===== config.mk =====
export PLATFORM = sky130hd
export DESIGN_NAME = pipeline_stage_reg
export DESIGN_NICKNAME = d
export VERILOG_FILES = /design/src/rtl/pipeline_stage_reg.sv
export SDC_FILE = /design/constraint.sdc
export NUM_CORES = 1
export LEC_CHECK = 0
export CAP_MARGIN = 0
export CORE_MARGIN = 1.5
export CORE_UTILIZATION = 24
export CTS_BUF_LIST = sky130_fd_sc_hd__clkbuf_8
export DETAILED_ROUTE_END_ITERATION = 6
export GPL_ROUTABILITY_DRIVEN = 0
export SLEW_MARGIN = 20
export SYNTH_ARGS = -nofsm -noshare
export SYNTH_HDL_FRONTEND = slang
export SYNTH_SLANG_ARGS = --single-unit

===== constraint.sdc =====
create_clock -name CLOCK -period 2.5 [get_ports CLOCK]
set_input_delay 0.5 -clock CLOCK [delete_from_list [all_inputs] [get_ports CLOCK]]
set_output_delay 0.5 -clock CLOCK [all_outputs]
set_load 0.01 [all_outputs]

===== src/rtl/pipeline_stage_reg.sv =====
// pipeline_stage_reg
//   Elastic register slice between two pipeline stages. Carries a control
//   vector and a payload with valid/ready handshakes on both sides. It
//   supports a synchronous squash (Flush) and counts back-pressure cycles
//   in a saturating counter.
//
//   Build option: define PIPE_STAGE_SKID_EN to add a second (skid) entry.
//   With the skid entry, In_Ready is a flop and has no combinational path
//   from Out_Ready. Without it the stage holds a single entry and
//   In_Ready = !Out_Valid || Out_Ready. When Out_Ready stays high, both
//   builds behave the same on every cycle.
//
// Ports
//   CLOCK       rising-edge clock
//   RESET       asynchronous, active-high reset
//   In_Valid    upstream beat present
//   In_Ready    stage can accept a beat this cycle
//   In_Ctrl     upstream control bits   [CTRL_W]
//   In_Data     upstream payload        [DATA_W]
//   Flush       squash held and incoming beats at the next edge
//   Out_Valid   downstream beat present
//   Out_Ready   downstream accepts the beat
//   Out_Ctrl    registered control bits, all-zero while Out_Valid=0
//   Out_Data    registered payload, holds its last value when idle
//   StallCount  saturating count of cycles with Out_Valid && !Out_Ready
module pipeline_stage_reg #(
  parameter int DATA_W = 32,
  parameter int CTRL_W = 5,
  parameter int CNT_W  = 16
) (
  input  logic              CLOCK,
  input  logic              RESET,
  input  logic              In_Valid,
  output logic              In_Ready,
  input  logic [CTRL_W-1:0] In_Ctrl,
  input  logic [DATA_W-1:0] In_Data,
  input  logic              Flush,
  output logic              Out_Valid,
  input  logic              Out_Ready,
  output logic [CTRL_W-1:0] Out_Ctrl,
  output logic [DATA_W-1:0] Out_Data,
  output logic [CNT_W-1:0]  StallCount
);

  typedef enum logic [1:0] {
    S_EMPTY     = 2'd0,
    S_FULL      = 2'd1,
    S_FULL_SKID = 2'd2
  } state_t;

  state_t            state, state_nxt;
  logic              accept, emit;
  logic              load_in;     // output register takes the incoming beat
  logic              clr_ctrl;    // output becomes a bubble: zero the control bits
  logic [CTRL_W-1:0] out_ctrl_q;
  logic [DATA_W-1:0] out_data_q;
  logic [CNT_W-1:0]  stall_q;

`ifdef PIPE_STAGE_SKID_EN
  logic              load_skid;   // output register takes the skid entry
  logic              skid_wr;     // skid entry captures the incoming beat
  logic              in_ready_q;
  logic [CTRL_W-1:0] skid_ctrl_q;
  logic [DATA_W-1:0] skid_data_q;

  assign In_Ready = in_ready_q;
`else
  // A single entry can refill in the same cycle it drains.
  assign In_Ready = !Out_Valid || Out_Ready;
`endif

  assign Out_Valid  = (state != S_EMPTY);
  assign Out_Ctrl   = out_ctrl_q;
  assign Out_Data   = out_data_q;
  assign StallCount = stall_q;

  assign accept = In_Valid && In_Ready;
  assign emit   = Out_Valid && Out_Ready;

  // Next-state and register-load decode. Flush overrides every transition.
  always_comb begin
    state_nxt = state;
    load_in   = 1'b0;
    clr_ctrl  = 1'b0;
`ifdef PIPE_STAGE_SKID_EN
    load_skid = 1'b0;
    skid_wr   = 1'b0;
`endif
    if (Flush) begin
      state_nxt = S_EMPTY;
      clr_ctrl  = 1'b1;
    end else begin
      case (state)
        S_EMPTY: begin
          if (accept) begin
            state_nxt = S_FULL;
            load_in   = 1'b1;
          end
        end
        S_FULL: begin
          if (emit && accept) begin
            load_in = 1'b1;
          end else if (emit) begin
            state_nxt = S_EMPTY;
            clr_ctrl  = 1'b1;
`ifdef PIPE_STAGE_SKID_EN
          end else if (accept) begin
            // The output is blocked, so the new beat waits in the skid entry.
            state_nxt = S_FULL_SKID;
            skid_wr   = 1'b1;
`endif
          end
        end
`ifdef PIPE_STAGE_SKID_EN
        S_FULL_SKID: begin
          // In_Ready is low here, so only draining is possible.
          if (emit) begin
            state_nxt = S_FULL;
            load_skid = 1'b1;
          end
        end
`endif
        default: begin
          state_nxt = S_EMPTY;
          clr_ctrl  = 1'b1;
        end
      endcase
    end
  end

  always_ff @(posedge CLOCK or posedge RESET) begin
    if (RESET) state <= S_EMPTY;
    else       state <= state_nxt;
  end

  // Output register. Data is left alone on bubbles; only control is zeroed.
  always_ff @(posedge CLOCK or posedge RESET) begin
    if (RESET) begin
      out_ctrl_q <= '0;
      out_data_q <= '0;
    end else if (load_in) begin
      out_ctrl_q <= In_Ctrl;
      out_data_q <= In_Data;
`ifdef PIPE_STAGE_SKID_EN
    end else if (load_skid) begin
      out_ctrl_q <= skid_ctrl_q;
      out_data_q <= skid_data_q;
`endif
    end else if (clr_ctrl) begin
      out_ctrl_q <= '0;
    end
  end

`ifdef PIPE_STAGE_SKID_EN
  always_ff @(posedge CLOCK or posedge RESET) begin
    if (RESET) begin
      skid_ctrl_q <= '0;
      skid_data_q <= '0;
    end else if (Flush) begin
      skid_ctrl_q <= '0;
      skid_data_q <= '0;
    end else if (skid_wr) begin
      skid_ctrl_q <= In_Ctrl;
      skid_data_q <= In_Data;
    end
  end

  // In_Ready is registered from the next state, so it never depends on
  // Out_Ready combinationally.
  always_ff @(posedge CLOCK or posedge RESET) begin
    if (RESET) in_ready_q <= 1'b1;
    else       in_ready_q <= (state_nxt != S_FULL_SKID);
  end
`endif

  // Back-pressure counter. Flush does not clear it; only RESET does.
  always_ff @(posedge CLOCK or posedge RESET) begin
    if (RESET) begin
      stall_q <= '0;
    end else if (Out_Valid && !Out_Ready && (stall_q != {CNT_W{1'b1}})) begin
      stall_q <= stall_q + CNT_W'(1);
    end
  end

endmodule


==> results.py <==
metrics = {
    "clock_tree": {
        "cts-resized-gates": 0,
        "num_cts_buffers": 5,
        "h_tree_level_count": 2,
        "number_of_clock_sinks_seen_by_cts": 54,
        "post-cts-setup-buffers": 0,
        "insertion_delay_ns": 0.30,
        "cts_tree": "yes",
        "cts.clk_slew.worst_paths_ns": 0.09,
        "cts-hold-fix-buffers": 0,
        "cts_root_buf": "clkbuf_8",
        "cts_max_path_buffers": 2,
    },
    "synth": {
        "synth_xor_area_share_pct": 3.44,
        "synth-seq-cells": 54,
        "synth_area_um2": 2290,
        "post-synth-top-area-cell": "dfrtp_1",
        "synth-seq-area-share_pct": 59.0,
        "synth_area_leaders": "dfrtp_1 59%, mux2_2 13%, mux2_1 4.9%",
        "synth_cells": 172,
        "synthArstFlopShare_pct": 100,
        "post_synth_fa_ha_maj_area_fraction_pct": 0.546,
        "combinational_family_with_the_most_area_after_synthesis": "multiplexers",
        "post_synthesis_net_count": 215,
        "synth.mux.area_fraction_pct": 19.1,
        "synth_edf_count": 0,
        "avgSynthCellArea_um2": 13.3,
        "count_of_different_cell_masters_after_synthesis": 36,
        "compound_cell_area_share_of_the_yosys_netlist_pct": 4.92,
        "yosys_warnings": 0,
        "most_used_flip_flop_cell_after_synthesis": "dfrtp_1",
        "yosysMostFrequentCell": "dfrtp_1",
        "synth_simple_gate_area_share_pct": 10.4,
        "yosysTopAreaCellShare_pct": 59.0,
        "synth.cells.most_frequent": "54 x dfrtp_1, 27 x mux2_2, 11 x nor2_1",
    },
    "floorplan": {
        "die_y_um": 101,
        "num_rows": 35,
        "floorplan.initialDensity_pct": 24.8,
        "core_region_area_um2": 9240,
        "dieArea_um2": 10100,
        "die_width_um": 101,
        "top_level_ports": 97,
    },
    "worst_setup_path": {
        "critical_path_arrival_ns": 1.80,
        "timing.critical_path.from": "Out_Ready",
        "critPathKind": "primary input to output port",
        "critPathLaunchType": "primary input",
        "crit-reg2reg-launch": "StallCount[3]",
        "worst-path-max-fanout": 6,
        "worst_ep_required_time_ns": 2.00,
        "critPathCaptureType": "output port",
    },
    "sta": {
        "rsz_0062_raised_after_global_routing": "false",
        "slew_limit_fails": 0,
        "finalHoldViolations": 0,
        "minimum_clock_period_ns": 2.30,
        "timing.max_slew.rel_slack_pct": 62.9,
        "finClkSkew_ns": 0.00955,
        "worstMarginPinSlew_ns": 0.555,
        "setup_viol": 0,
        "final.period_utilization_pct": 92.1,
        "totalNegativeSetupSlack_ns": 0,
        "maxClockFrequency_ghz": 0.435,
    },
    "grt": {
        "largest_net_degree_at_the_start_of_global_routing": 27,
        "globalRouteTotalUtil_pct": 11.0,
        "number_of_antenna_violations_at_the_first_check_in_global_routing": 0,
        "grt_pass1_vias": 1701,
        "grt_overflow": 0,
        "first_pass_grt_wire_length_um": 8670,
    },
    "route": {
        "drt-total-wl_um": 5440,
        "dr_wl_met3_um": 296,
        "remaining_drc_errors": 0,
        "topRoutingLayerUsed": "met4",
        "first_pass_iters": 4,
        "route.layer.met1.wl_um": 2410,
        "num_vias": 1709,
        "routed_via_density": 4.22,
        "initial_drc_count": 61,
        "met2WireLength_um": 2680,
        "wire_per_inst_um": 13.4,
        "antenna_left": 0,
    },
    "final_layout": {
        "area_delta_synth_final_pct": 53.1,
        "num_antenna_cells": 0,
        "final_design_area_no_fill_um2": 3500,
        "fillCellCount": 915,
        "layout.nets": 318,
        "post_route_cells_drive_above_1_share_pct": 17.0,
    },
    "power_and_ir_drop": {
        "vdd_drop_max_v": 0.000271,
        "comb_power_share_pct": 27.7,
        "internal_power_uw": 1630,
        "sw_frac_of_total_pct": 27.6,
        "power.density_nw_per_um2": 641,
        "p_sw_uw": 620,
        "static-leakage-power_uw": 0.00142,
        "power.clock.fraction_pct": 22.9,
        "seq_power_share_pct": 49.5,
    },
    "worst_hold_path": {
        "holdCritStartpoint": "Out_Data[10]",
        "worst_hold_path_type": "flip-flop to flip-flop",
    },
    "placed_design": {
        "port-buffer-count": 96,
        "cell_area_after_placement_um2": 3410,
        "place.detailed.hpwl_um": 4110,
    },
    "outcome": {
        "status": "complete, no violations",
    },
    "run": {
        "drv_cap": 0,
    },
}
==> registers in the layout, indices dropped and copies added (netlist names) <==
register,cells
StallCount,16
Out_Data,32
state,1
Out_Ctrl,5
==> cell usage in the layout (no fill, tap or decap), drive strengths merged, types with 4 or more instances in the layout <==
cell type      count
a22oi              4
buf                6
clkbuf             6
clkdlybuf4s50     96
dfrtp             54
mux2              37
nand2              9
nand3              6
nor2              11
o21ai              4
xnor2              8
==> worst paths after layout <==
kind                       depth (start not counted)  slack [ns]        endpoint
max reg2reg                                        4        0.65  StallCount[12]
min reg2reg                                        1        0.50    Out_Data[10]
min in group asynchronous                          2        0.56     Out_Data[1]
min                                                1        0.50    Out_Data[10]
max in group asynchronous                          3        1.31     Out_Data[5]
max                                                4        0.20        In_Ready
==> layout make-up <==
cell class / instances / area, um2 / share of cell area, %
multi-input combinational: 109 / 880 / 25.1
clock inverter: 2 / 12.5 / 0.357
tap: 129 / 161 / 4.61
inverter: 3 / 11.3 / 0.321
sequential: 54 / 1350 / 38.6
clock buffer: 6 / 82.6 / 2.36
timing repair buffer: 102 / 1010 / 28.7
==> power groups by stage <==
stage	clock, uW	combinational (uW)	sequential, uW
after floorplan	0	184	1180
after global placement	0	626	1130
after detailed placement	0	630	1130
after CTS	550	632	1110
after global routing	587	673	1130
final	514	622	1110
==> metal layers <==
layer / up-vias / track usage [%]
met1: 841 / 14.4
met3: 2 / 2.64
li1: 811 / -
met2: 55 / 17.9
met5: - / 0
met4: 0 / 3.68
==> critical path, cell delays in order <==
cell	delay [ns]
clkdlybuf4s50_1	0.56
nor2b_4	0.07
inv_2	0.09
clkdlybuf4s50_1	0.57
==> kinds of logic (layout without fill, tap and decap cells) <==
logic type	after synthesis	count (layout)
muxes	39	39
adders and majority gates	1	1
AOI/OAI and AO/OA	17	17
buffers and inverters	9	113
xor gates and xnor gates	9	9
and+or+nand+nor	43	43
DFF	54	54
==> stage by stage <==
| stage | setup WS [ns] | cells | total power, uW | hold slack, ns | utilization, % |
|---|---|---|---|---|---|
| 2_1_floorplan | 0.685 | 172 | 1360 | 0.521 | - |
| 3_3_place_gp | 0.188 | 397 | 1750 | 0.472 | 36.9 |
| 3_5_place_dp | 0.171 | 397 | 1760 | 0.483 | 36.9 |
| 4_1_cts | 0.184 | 405 | 2300 | 0.507 | 37.9 |
| 5_1_grt | 0.151 | 405 | 2390 | 0.514 | 37.9 |
| 6_report | 0.199 | 405 | 2250 | 0.498 | 37.9 |
Note: power is estimated with default switching activity, not from simulation.
